File: config.mk
export PLATFORM = sky130hd
export DESIGN_NAME = uart_rx_fifo
export DESIGN_NICKNAME = d
export VERILOG_FILES = /design/src/rtl/uart_pkg.sv /design/src/rtl/uart_fifo_mem.sv /design/src/rtl/uart_rx_fifo.sv
export SDC_FILE = /design/constraint.sdc
export NUM_CORES = 1
export LEC_CHECK = 0
export CELL_PAD_IN_SITES_DETAIL_PLACEMENT = 2
export CELL_PAD_IN_SITES_GLOBAL_PLACEMENT = 2
export CORE_ASPECT_RATIO = 0.75
export CORE_MARGIN = 3
export CORE_UTILIZATION = 41
export DETAILED_ROUTE_END_ITERATION = 12
export PLACE_DENSITY_LB_ADDON = 0.1
export SYNTH_ARGS = -nofsm -noshare
export SYNTH_HDL_FRONTEND = slang
export SYNTH_SLANG_ARGS = --single-unit
File: constraint.sdc
create_clock -name clk -period 2.4 [get_ports clk]
set_input_delay 0.72 -clock clk [delete_from_list [all_inputs] [get_ports clk]]
set_output_delay 0.72 -clock clk [all_outputs]
set_load 0.05 [all_outputs]
File: src/rtl/uart_pkg.sv
// uart_pkg: shared UART byte type, LF constant, default RX queue depth and MMIO status layout
`ifndef UART_DATA_WIDTH
`define UART_DATA_WIDTH 8
`endif
package uart_pkg;
  localparam int UART_DATA_WIDTH = `UART_DATA_WIDTH;
  localparam int UART_RX_FIFO_DEPTH = 16;
  typedef logic [UART_DATA_WIDTH-1:0] uart_byte_t;
  localparam uart_byte_t UART_LF = uart_byte_t'(8'h0A);
  typedef struct packed {
    logic line_avail;
    logic full;
    logic frame_err;
    logic overflow;
    logic rd_valid;
  } uart_status_t;
endpackage

File: src/rtl/uart_fifo_mem.sv
// uart_fifo_mem: reset-free byte storage with one synchronous write port and one combinational read port
module uart_fifo_mem #(
  parameter int DEPTH = 16,
  parameter int DATA_WIDTH = 8,
  parameter int AW = $clog2(DEPTH)
) (
  input  logic                  clk,
  input  logic                  we,
  input  logic [AW-1:0]         waddr,
  input  logic [DATA_WIDTH-1:0] wdata,
  input  logic [AW-1:0]         raddr,
  output logic [DATA_WIDTH-1:0] rdata
);
  logic [DATA_WIDTH-1:0] mem [DEPTH];
  // write the accepted byte into its slot
  always_ff @(posedge clk) begin
    if (we) mem[waddr] <= wdata;
  end
  assign rdata = mem[raddr];
endmodule

File: src/rtl/uart_rx_fifo.sv
// uart_rx_fifo: UART receive queue with show-ahead pop port and sticky flags; UART_RX_LINE_DETECT_EN enables LF line counting
module uart_rx_fifo
  import uart_pkg::*;
#(
  parameter int DEPTH = UART_RX_FIFO_DEPTH,
  parameter int DATA_WIDTH = UART_DATA_WIDTH,
  parameter int CNT_WIDTH = $clog2(DEPTH + 1)
) (
  input  logic                  clk,
  input  logic                  rst,
  input  logic [DATA_WIDTH-1:0] uart_rx_data,
  input  logic                  uart_rx_valid,
  input  logic                  uart_rx_err,
  output logic [DATA_WIDTH-1:0] rd_data,
  output logic                  rd_valid,
  input  logic                  rd_ready,
  input  logic                  clr_flags,
  output logic [CNT_WIDTH-1:0]  count,
  output logic                  full,
  output logic                  overflow,
  output logic                  frame_err,
  output logic [CNT_WIDTH-1:0]  line_count,
  output logic                  line_avail
);
  localparam int AW = $clog2(DEPTH);
  logic [AW-1:0] wr_ptr, rd_ptr;
  logic [DATA_WIDTH-1:0] mem_data;
  logic push, pop, drop, err_in;
  assign full = count == CNT_WIDTH'(DEPTH);
  assign rd_valid = count != '0;
  assign pop = rd_valid && rd_ready;
  assign push = uart_rx_valid && !uart_rx_err && (!full || pop);
  assign drop = uart_rx_valid && !uart_rx_err && full && !pop;
  assign err_in = uart_rx_valid && uart_rx_err;
  assign rd_data = rd_valid ? mem_data : '0;
  uart_fifo_mem #(.DEPTH(DEPTH), .DATA_WIDTH(DATA_WIDTH), .AW(AW)) u_mem (
    .clk(clk),
    .we(push),
    .waddr(wr_ptr),
    .wdata(uart_rx_data),
    .raddr(rd_ptr),
    .rdata(mem_data)
  );
  // pointers wrap naturally; count disambiguates full from empty
  always_ff @(posedge clk or posedge rst) begin
    if (rst) begin
      wr_ptr <= '0;
      rd_ptr <= '0;
      count <= '0;
    end else begin
      wr_ptr <= push ? wr_ptr + AW'(1) : wr_ptr;
      rd_ptr <= pop ? rd_ptr + AW'(1) : rd_ptr;
      count <= count + CNT_WIDTH'(push) - CNT_WIDTH'(pop);
    end
  end
  // sticky flags: a set event in the same cycle as clr_flags wins
  always_ff @(posedge clk or posedge rst) begin
    if (rst) begin
      overflow <= 1'b0;
      frame_err <= 1'b0;
    end else begin
      overflow <= drop | (overflow & ~clr_flags);
      frame_err <= err_in | (frame_err & ~clr_flags);
    end
  end
`ifdef UART_RX_LINE_DETECT_EN
  logic lf_in, lf_out;
  assign lf_in = push && uart_rx_data == DATA_WIDTH'(UART_LF);
  assign lf_out = pop && mem_data == DATA_WIDTH'(UART_LF);
  // count LF bytes resident in the queue; dropped bytes never reach lf_in
  always_ff @(posedge clk or posedge rst) begin
    if (rst) line_count <= '0;
    else line_count <= line_count + CNT_WIDTH'(lf_in) - CNT_WIDTH'(lf_out);
  end
  assign line_avail = line_count != '0;
`else
  assign line_count = '0;
  assign line_avail = 1'b0;
`endif
endmodule

## Yosys cells after proc, flatten, opt, wreduce, memory -nomap -nowiden

Memory sizes are Yosys's and may differ from the RTL's.
Index checks and enable logic that the tools add are counted.
W data, S select, Z words.

| storage, ports and cells | value |
|---|---|
| flip-flop bits (word level) | 15 |
| memory bits (writable) | 128 |
| bits of input ports | 14 |
| output and inout port bits | 23 |
| word-level logic and storage cells | 30 |
| memories | 1 |

| operators by class | value |
|---|---|
| $add $sub $neg | 4 |
| equality and inequality tests | 1 |
| mux-type cells | 3 |
| bitwise logic cells | 5 |
| reduce and logical (&&, ||, !) cells | 11 |

Memory list:

| name | depth | bits a word | rd ports | clocked after memory_dff | write ports | line | text |
|---|---|---|---|---|---|---|---|
| u_mem.mem | 16 | 8 | 1 | 0 | 1 | uart_fifo_mem.sv:14 | `logic [DATA_WIDTH-1:0] mem [DEPTH];` |

Operators by type and width:

| kind | number |
|---|---|
| $add A4 B1 Y4 const B | 2 |
| $mux W8 | 1 |
| $logic_and A1 B1 Y1 | 6 |
| $add A5 B1 Y5 | 1 |
| $eq A5 B5 Y1 const B | 1 |
| $reduce_bool A5 Y1 | 1 |
| $sub A5 B1 Y5 | 1 |
| $logic_not A1 Y1 | 3 |
| $and A1 B1 Y1 | 2 |
| $mux W1 | 2 |
| $or A1 B1 Y1 | 2 |
| $logic_or A1 B1 Y1 | 1 |
| $not A1 Y1 | 1 |

## Longest topological paths before layout

Gate-level depths: netlist of the first run.

| depth | value |
|---|---|
| word-level depth | 6 |
| mapped depth | 15 |
| gate-level depth less buffers | 14 |

## Hierarchy

From an unflattened synthesis of the first run, not the netlist that was laid out.

| second synthesis, totals | value |
|---|---|
| cells, all modules | 303 |
| area, all modules | 5914.4 µm² |

Modules (own cells, without submodules):

| module | times used | cells each | area each (µm²) | sequential area each (µm²) |
|---|---|---|---|---|
| uart_fifo_mem | 1 | 221 | 4987.3 | 3843.7 |
| uart_rx_fifo | 1 | 82 | 927.1 | 375.4 |

## Worst setup path after synthesis of the first run

Ideal clock, no wire load.

| timing path | value |
|---|---|
| path kind | register -> register |
| start | register count[2] |
| end | register count[4] |
| library setup time | 0.080 ns |
| arrival time | 3.184 ns |
| required time | 2.320 ns |
| slack | -0.864 ns |
| cell stages (with the launch flop) | 16 |
| buffers on the path | 1 |
| clock period less this slack | 3.264 ns |
| cells stage by stage | dfrtp_1 inv_1 ha_1 and4bb_1 a21oi_4 inv_1 buf_2 ha_1 inv_1 ha_1 inv_1 fa_1 inv_1 a21oi_1 o21bai_1 xnor2_1 |

| between the ends | value |
|---|---|
| cells in the longest elaborated chain, start to end | 6 |
| elaborated cells on any way between the ends | 8 |
| those cells by class | 2 x add/sub; 1 x eq/ne; 5 x reduce/logical |

RTL lines:

| element | line | text |
|---|---|---|
| from (decl) | uart_rx_fifo.sv:18 | `output logic [CNT_WIDTH-1:0] count,` |
| from (signal assigned) | uart_rx_fifo.sv:53 | `count <= count + CNT_WIDTH'(push) - CNT_WIDTH'(pop);` |
| $eq A5 B5 Y1 | uart_rx_fifo.sv:29 | `assign full = count == CNT_WIDTH'(DEPTH);` |
| named net full | uart_rx_fifo.sv:19 | `output logic full,` |
| $logic_not A1 Y1 | uart_rx_fifo.sv:32 | `assign push = uart_rx_valid && !uart_rx_err && (!full \|\| pop);` |
| $logic_or A1 B1 Y1 | uart_rx_fifo.sv:32 |  |
| $logic_and A1 B1 Y1 | uart_rx_fifo.sv:32 |  |
| $add A5 B1 Y5 | uart_rx_fifo.sv:53 |  |
| $sub A5 B1 Y5 | uart_rx_fifo.sv:53 |  |

The timed path passes the listed nets, and every way through them passes these cells.
A chain may end at the register's enable or synchronous reset.

## Worst setup path after layout of the first run

| timing path | value |
|---|---|
| start | register rd_ptr[0] |
| end | output port rd_data[5] |

| between the ends | value |
|---|---|
| cells in the longest elaborated chain, start to end | 2 |

RTL lines:

| element | line | text |
|---|---|---|
| from (decl) | uart_rx_fifo.sv:26 | `logic [AW-1:0] wr_ptr, rd_ptr;` |
| from (signal assigned) | uart_rx_fifo.sv:52 | `rd_ptr <= pop ? rd_ptr + AW'(1) : rd_ptr;` |
| $mem_v2 Z16 W8 | -- |  |
| $mux W8 | uart_rx_fifo.sv:35 | `assign rd_data = rd_valid ? mem_data : '0;` |
| to (decl) | uart_rx_fifo.sv:14 | `output logic [DATA_WIDTH-1:0] rd_data,` |

Every way passes these cells.

==> results of run 1 <==
cell families (layout without fill, tap and decap cells):
kind of cell / count (synthesis) / after routing
buffers and inverters: 39 / 130
other: 1 / 6
DFF: 143 / 143
and+or+nand+nor: 45 / 45
AOI/OAI and AO/OA: 24 / 24
adders and majority gates: 12 / 12
muxes: 41 / 41
xor gates and xnor gates: 10 / 10
cell usage in the layout, fill, tap and decap left out, drive strengths merged:
master,count
edfxtp,128
buf,60
mux4,32
inv,26
clkbuf,18
a211oi,16
clkdlybuf4s50,15
dfrtp,15
ha,11
nand2,9
mux2i,8
xnor2,7
conb,6
nor2,6
and2b,5
dlygate4sd2,5
nor3,5
clkinv,5
and3,4
nand3,4
xor2,3
and2,3
nor2b,3
a21oi,3
o21ai,2
nand4,2
nor4b,1
mux2,1
and4bb,1
nand2b,1
a21o,1
o21bai,1
nor4,1
o22ai,1
fa,1
clkinvlp,1
worst max-delay path, delay by kind of cell, from the launching register on:
kind / cells / cell delay [ns]
buffers and inverters: 4 / 0.59
AOI/OAI and AO/OA: 1 / 0.11
DFF: 1 / 0.47
muxes: 2 / 0.71
layer usage:
layer	vias up	share of wire, %
li1	1401	-
met5	-	0
met3	14	4.6
met4	0	0.97
met2	79	49
met1	1725	45
repair_timing:
| item | in CTS | in global routing |
|---|---|---|
| cloned | 2 | 1 |
| setup buffers | 13 | 4 |
| setup endpoints to repair | 12 | 10 |
| resized for setup | 48 | 21 |
| endpoints found under the hold margin | 0 | 0 |
| pin swaps | 12 | 13 |
area by class of cell:
| type | instances | area (um^2) |
|---|---|---|
| tap | 195 | 244 |
| multi-input combinational | 138 | 1740 |
| inverter | 17 | 66.3 |
| clock buffer | 17 | 425 |
| sequential | 143 | 4230 |
| fill | 1198 | 6290 |
| timing repair buffer | 81 | 887 |
| clock inverter | 15 | 145 |
registers in the layout (all words and copies together) (netlist names):
signal,flops
count,5
rd_ptr,4
u_mem.mem,128
overflow,1
wr_ptr,4
frame_err,1
path summary, 6_finish.rpt:
check                          start          to  cells after the start
setup / recovery           rd_ptr[0]  rd_data[5]                      7
hold / removal             frame_err   frame_err                      2
setup reg to reg            count[2]    count[4]                     15
hold reg to reg            frame_err   frame_err                      2
max in group asynchronous        rst   rd_ptr[0]                      2
min in group asynchronous        rst   wr_ptr[0]                      2
stage by stage:
step / area (um^2) / setup TNS (ns) / hold slack, ns
floorplan: 6160 / -4.10 / 0.574
global placement: 6900 / -10.23 / 0.523
detailed placement: 6900 / -16.23 / 0.536
CTS: 7710 / -5.02 / 0.552
global route: 7730 / -5.67 / 0.578
finish: 7730 / -4.73 / 0.538
where the power goes:
part / switching (mW) / total [mW] / internal, mW
clock network: 1.18 / 2.56 / 1.38
logic: 2.28 / 4.26 / 1.98
registers: 0.291 / 3.25 / 2.96
==> flow_metrics.tcl, run 1 <==
set metrics [dict create \
    crit_slowest_cell "mux4_2" \
    synth_common_cells "edfxtp_1 (128), inv_1 (17), a211oi_1 (16), mux4_1 (16), mux4_2 (16)" \
    clkSinkCount 143 \
    use_met3_pct 4.54 \
    synth_top_area_cell "edfxtp_1" \
    gp_congestion 0.728 \
    min_period_over_period_pct 127 \
    grt_pass1_vias 3618 \
    synth_top_family_by_area "multiplexers" \
    cp-start-kind "flop" \
    grt_max_degree 30 \
    maxSlewViolCount 0 \
    cp_common_cell "buf_6" \
    seq_area_frac_synth_pct 70.0 \
    grt_overflow_total 0 \
    grt_busiest_layer "met2" \
    worst_pin_slew_ns 0.638 \
    grt_pass1_wl_mm 23.5 \
    nets 424 \
    slew_headroom_pct 57.3 \
    skew_ns 0.00762 \
    yosysMostFrequentCell "edfxtp_1" \
    htree_levels 4 \
    hold_class "flop to flop" \
    finalHoldViolations 0 \
    dp.cells 559 \
    cts_made_buffers 17 \
    wl_per_cell_um 25.9 \
    fin_ws_ns -0.643 \
    finish.utilization_pct 55.1 \
    grt_use_met2_pct 32.7 \
    path_max_fanout 7 \
    dp_slack_ns -0.448 \
    ys_ff_latch 143 \
    setup_viol 9 \
    crit_path_end_kind "primary output" \
    first_iter_violations 168 \
    area_delta_synth_final_pct 28.3 \
    p_leak_nw 2.71 \
    rsz0062_at_grt "true" \
    clk_pin_slew_ns 0.06 \
    track_usage_pct 19.9 \
    max_freq_mhz 329 \
    vias_per_cell 5.31 \
    core-area_um2 14000 \
    arrival_ns 2.32 \
    antenna_left 0 \
    antenna_found_initial 0 \
    routed_wl_mm 15.7 \
    synth_warnings 0 \
    synthMuxAreaShare_pct 14.5 \
    synth_fa_ha_area_share_pct 2.62 \
    numPortBuffers 30 \
    cts.path.max_buffers 2 \
    use_met1_pct 27.2 \
    synthArstFlopShare_pct 10.5 \
    worstPathCellList "buf_6 -> clkbuf_16 -> buf_4 -> mux4_2 -> mux2i_1 -> a211oi_2 -> buf_6" \
    outcome "finished with violations" \
    syn_area_um2 6030 \
    die-area_um2 16200 \
    yosys-top-cells-area "edfxtp_1 (64%), mux4_1 (7.0%), dfrtp_1 (6.2%)" \
    avgSynthCellArea_um2 19.1 \
    die_x_um 146 \
    period_minus_slack_ns 3.04 \
    floorplan.initialDensity_pct 43.0 \
    violations "negative setup slack" \
    synth-compound-area-share_pct 2.95 \
    ir_drop_uv 748 \
    cap_violations 0 \
    drc 0 \
    cts_root_buffer "clkbuf_16" \
    fp.dieH_um 111 \
    placementRows 37 \
    diodes 0 \
    p_per_area_nw_per_um2 1300 \
    worstSetupPathType "flop to primary output" \
    synth_top_cell_area_share_pct 63.8 \
    synthSimpleGateAreaFrac_pct 4.44 \
    postCtsHoldBufs 0 \
    rrSetupSlack_ns 0.01 \
    num_io_pins 37 \
    final_cells 606 \
    synth_edf_count 128 \
    dr.pass1.iters 4 \
    power_mw 10.1 \
    synth_cell_type_count 40 \
    post_synth_xor_area_fraction_pct 1.45 \
    synth-main-ff-cell "edfxtp_1" \
    cts_tree "yes" \
    syn_inst 315 \
    drive_gt1_share_pct 41.4 \
    vias 3219 \
    crit_required_ns 1.68 \
    hpwl_mm 9.58 \
    clock_latency_ns 0.43 \
    slowest_delay_ns 0.49 \
]
Note: power is estimated with default switching activity, not from simulation.
==> run 2, diff against run 1 <==
Settings changed: ABC_CLOCK_PERIOD_IN_PS set to 2400, CTS_BUF_LIST set to sky130_fd_sc_hd__clkbuf_4 sky130_fd_sc_hd__clkbuf_8 sky130_fd_sc_hd__clkbuf_16, PLACE_DENSITY set to 0.83, PLACE_DENSITY_LB_ADDON 0.1 to unset.
==> flow_metrics.tcl, run 2 (synthesized netlist as in run 1, its figures left out) <==
set metrics [dict create \
    outcome "finished with violations" \
    violations "negative setup slack" \
    grt_busiest_layer "met2" \
    skew_ns 0.00991 \
    p_int_mw 6.40 \
    cts_tree "yes" \
    gp_congestion 0.741 \
    final_cell_mix "edfxtp_1 (128), buf_4 (29), mux4_2 (22)" \
    grt_use_met2_pct 37.1 \
    slew_headroom_pct 54.3 \
    grt_pass1_vias 3784 \
    worstPathCellList "buf_12 -> buf_8 -> mux4_2 -> nor2b_4 -> a211oi_2 -> buf_4 -> a211oi_4 -> buf_6" \
    ir_drop_uv 727 \
    fp.dieH_um 111 \
    setup_tns_ns -4.97 \
    mostFrequentLayoutCell "edfxtp_1" \
    crit_required_ns 1.68 \
    diodes 0 \
    switching_share_pct 35.9 \
    floorplan.initialDensity_pct 43.0 \
    largest_reg_flops 128 \
    routed_wl_mm 16.6 \
    fin_ws_ns -0.649 \
    num_io_pins 37 \
    largest-register "u_mem.mem" \
    whs_path_depth 2 \
    dp_slack_ns -0.434 \
    max_freq_mhz 328 \
    min_to "frame_err" \
    worstSetupPathType "flop to primary output" \
    die-area_um2 16200 \
    placementRows 37 \
    grt_max_degree 19 \
    nets 422 \
    htree_levels 4 \
    die_x_um 146 \
    drc 0 \
    clock_latency_ns 0.42 \
    slowest_delay_ns 0.48 \
    drive_gt1_share_pct 38.6 \
    clkSinkCount 143 \
    grt_pass1_wl_mm 25.2 \
    min_period_over_period_pct 127 \
    arrival_ns 2.33 \
    cts_made_buffers 17 \
    postCtsHoldBufs 0 \
    hold_start "frame_err" \
    maxSlewViolCount 0 \
    vias_per_cell 5.40 \
    placed_area_um2 6920 \
    cap_violations 0 \
    finalHoldViolations 0 \
    worst_hold_slack_ns 0.545 \
    rrSetupSlack_ns -0.07 \
    wl_per_cell_um 27.5 \
    track_usage_pct 21.7 \
    p_sw_mw 3.59 \
    cp-start-kind "flop" \
    path_max_fanout 7 \
    path_buf_inv 4 \
    rsz0062_at_grt "true" \
    antenna_found_initial 0 \
    clk_pin_slew_ns 0.06 \
    reg2reg_to "count[4]" \
    fin_area_um2 7710 \
    core-area_um2 14000 \
    p_leak_nw 2.73 \
    fillers 1236 \
    cts_root_buffer "clkbuf_16" \
    period_minus_slack_ns 3.05 \
    hpwl_mm 10.2 \
    clkPwrFrac_pct 25.3 \
    reg2reg_from "count[2]" \
    p_per_area_nw_per_um2 1300 \
    numPortBuffers 30 \
    power_frac_comb_pct 42.3 \
    antenna_left 0 \
    crit_slowest_cell "mux4_2" \
    crit_path_end_kind "primary output" \
    seqPwrFrac_pct 32.5 \
    dr.pass1.iters 4 \
    use_met3_pct 5.31 \
    setup_viol 10 \
    worst_pin_slew_ns 0.684 \
    hold_class "flop to flop" \
    r2r_cells 15 \
    use_met1_pct 27.0 \
    vias 3263 \
    cts.path.max_buffers 2 \
    area_delta_synth_final_pct 28.0 \
    grt_overflow_total 0 \
    first_iter_violations 243 \
    critical-path-top-delay-family "buffers and inverters" \
    reg.largest.list "u_mem.mem x128, count x5" \
]
## run 2: cell types whose count changed in the layout (fill, tap and decap cells not counted), sizes merged
cell           change
clkinv             +1
dlygate4sd2        -1
clkbuf             +6
bufinv             +1
clkdlybuf4s50      +1
inv                -9
buf                -1
## run 2: what timing repair did
action	in CTS	in global routing
pin swaps	12	11
setup buffers	6	4
resized for setup	48	6
setup endpoints to repair	13	10
gates cloned	1	0
## run 2: routing by layer
layer	vias up	wire [um]
li1	1401	-
met1	1731	6660
met2	109	8760
met3	22	863
met4	0	320
met5	-	0
## run 2: per-stage QoR
step	utilization [%]	power, mW	std cells
floorplan	-	5.76	320
global placement	49.4	6.72	562
detailed placement	49.4	6.93	562
CTS	54.7	9.96	601
global route	55.0	10.5	604
finish	55.0	9.99	604
## run 2: power groups by stage
stage,clock network (mW),registers (mW),logic (mW)
3_3_place_gp,0,3.27,3.46
3_5_place_dp,0,3.31,3.61
2_1_floorplan,0,3.30,2.47
5_1_grt,2.70,3.28,4.49
4_1_cts,2.57,3.25,4.14
6_report,2.53,3.24,4.22
## run 2: worst reg2reg max path, stage by stage, from the launching register on
cell	delay (ns)
dfrtp_2	0.42
inv_2	0.09
ha_4	0.13
nor4b_4	0.19
buf_6	0.17
buf_6	0.11
nor2_4	0.03
ha_4	0.23
inv_2	0.06
ha_4	0.12
inv_2	0.04
fa_2	0.36
inv_2	0.06
a21oi_2	0.04
o21bai_1	0.20
xnor2_1	0.15
## run 2: final cells by class
cell class,count,area (um^2),area share (%)
repair buffers,79,871,11.3
clock buffers,24,484,6.28
clock inverters,8,70.1,0.909
flip-flops and latches,143,4230,54.8
multi-input cells,138,1750,22.7
well taps,195,244,3.16
inverters,17,63.8,0.827
## run 2: how the worst max path moves through the flow
stage | startpoint | endpoint | slack, ns | cells past startpoint
CTS | rd_ptr[0] | rd_data[4] | -0.64 | 8
finish | rd_ptr[0] | rd_data[5] | -0.65 | 8
global placement | uart_rx_err | count[4] | -0.37 | 13
global route | rd_ptr[0] | rd_data[2] | -0.75 | 8
floorplan | count[2] | count[4] | -0.27 | 15
detailed placement | uart_rx_err | count[4] | -0.43 | 13
==> run 3, diff against run 2 <==
Settings changed: CAP_MARGIN set to 30, TNS_END_PERCENT set to 20.
==> flow_metrics.tcl, run 3 (synthesized netlist as in run 1, its figures left out) <==
set metrics [dict create \
    track_usage_pct 21.5 \
    die_x_um 146 \
    numPortBuffers 30 \
    finalHoldViolations 0 \
    outcome "finished with violations" \
    reg2reg_to "count[4]" \
    p_per_area_nw_per_um2 1290 \
    min_period_over_period_pct 127 \
    fin_ws_ns -0.640 \
    hold_start "frame_err" \
    final_cell_mix "edfxtp_1 (128), buf_4 (24), mux4_2 (22)" \
    period_minus_slack_ns 3.04 \
    grt_use_met2_pct 37.1 \
    fin_area_um2 7630 \
    postCtsHoldBufs 0 \
    setup_viol 9 \
    core-area_um2 14000 \
    mostFrequentLayoutCell "edfxtp_1" \
    skew_ns 0.0117 \
    rsz0062_at_grt "true" \
    worstSetupPathType "flop to primary output" \
    p_leak_nw 2.68 \
    gp_congestion 0.741 \
    wl_per_cell_um 27.6 \
    rrSetupSlack_ns 0.07 \
    crit_required_ns 1.68 \
    nets 414 \
    antenna_found_initial 0 \
    drc 0 \
    die-area_um2 16200 \
    clock_latency_ns 0.42 \
    path_max_fanout 7 \
    slew_headroom_pct 53.3 \
    power_mw 9.87 \
    grt_pass1_wl_mm 25.0 \
    clk_pin_slew_ns 0.07 \
    placementRows 37 \
    vias_per_cell 5.48 \
    drive_gt1_share_pct 37.2 \
    hold_class "flop to flop" \
    largest-register "u_mem.mem" \
    maxSlewViolCount 0 \
    violations "negative setup slack" \
    cap_violations 0 \
    area_delta_synth_final_pct 26.6 \
    routed_wl_mm 16.5 \
    arrival_ns 2.32 \
    whs_path_depth 2 \
    grt_busiest_layer "met2" \
    grt_max_degree 19 \
    worst_hold_slack_ns 0.547 \
    reg2reg_from "count[2]" \
    largest_reg_flops 128 \
    hpwl_mm 10.2 \
    dr.pass1.iters 4 \
    ir_drop_uv 677 \
    cts_root_buffer "clkbuf_16" \
    floorplan.initialDensity_pct 43.0 \
    cts_made_buffers 17 \
    antenna_left 0 \
    num_io_pins 37 \
    cts.path.max_buffers 2 \
    diodes 0 \
    r2r_cells 14 \
    clkSinkCount 143 \
    worst_pin_slew_ns 0.699 \
    cp-start-kind "flop" \
    setup_tns_ns -4.99 \
    first_iter_violations 267 \
    vias 3265 \
    grt_overflow_total 0 \
    dp_slack_ns -0.434 \
    htree_levels 4 \
    use_met1_pct 26.8 \
    max_freq_mhz 329 \
    grt_pass1_vias 3753 \
    use_met3_pct 5.23 \
    min_to "frame_err" \
    reg.largest.list "u_mem.mem x128, count x5" \
    fp.dieH_um 111 \
    placed_area_um2 6920 \
    cts_tree "yes" \
    crit_path_end_kind "primary output" \
]
-- run 3: cell type report --
cell class,instances,area (um^2)
Fill cell,1253,6390
Sequential cell,143,4230
Multi-Input combinational cell,138,1750
Timing Repair Buffer,71,798
Clock buffer,24,484
Tap cell,195,244
Clock inverter,8,70.1
Inverter,17,63.8
-- run 3: power by group --
| group | switching [mW] | internal [mW] | leakage, nW |
|---|---|---|---|
| Combinational | 2.24 | 1.85 | 1.07 |
| Sequential | 0.286 | 2.96 | 1.33 |
| Clock | 1.02 | 1.51 | 0.280 |
-- run 3: worst max path at each step --
stage	start	end	slack (ns)
4_1_cts	rd_ptr[0]	rd_data[4]	-0.64
6_report	rd_ptr[0]	rd_data[3]	-0.64
5_1_grt	rd_ptr[0]	rd_data[2]	-0.74
2_1_floorplan	count[2]	count[4]	-0.27
3_5_place_dp	uart_rx_err	count[4]	-0.43
3_3_place_gp	uart_rx_err	count[4]	-0.37
-- run 3: timing repair --
| action | 4_1_cts | 5_1_grt |
|---|---|---|
| setup endpoints to repair | 13 | 10 |
| resized for setup | 42 | 3 |
| setup buffers | 2 | 0 |
| pin swaps | 10 | 2 |
| hold endpoints to repair | 0 | 0 |
-- run 3: worst max-delay path, stage by stage, from the launching register on --
cell      delay (ns)
dfrtp_2         0.37
buf_12          0.14
buf_6           0.14
mux4_2          0.53
and2b_1         0.20
a211oi_2        0.25
a211oi_2        0.09
buf_6           0.16
-- run 3: per-layer routing --
layer | vias up | part of all wire, %
li1 | 1387 | -
met1 | 1753 | 41
met2 | 101 | 53
met3 | 24 | 3.9
met4 | 0 | 2.2
met5 | - | 0
-- run 3: through the flow --
| stage | util (%) | std cells |
|---|---|---|
| floorplan | - | 320 |
| global placement | 49.4 | 562 |
| detailed placement | 49.4 | 562 |
| CTS | 54.3 | 596 |
| global route | 54.4 | 596 |
| finish | 54.4 | 596 |
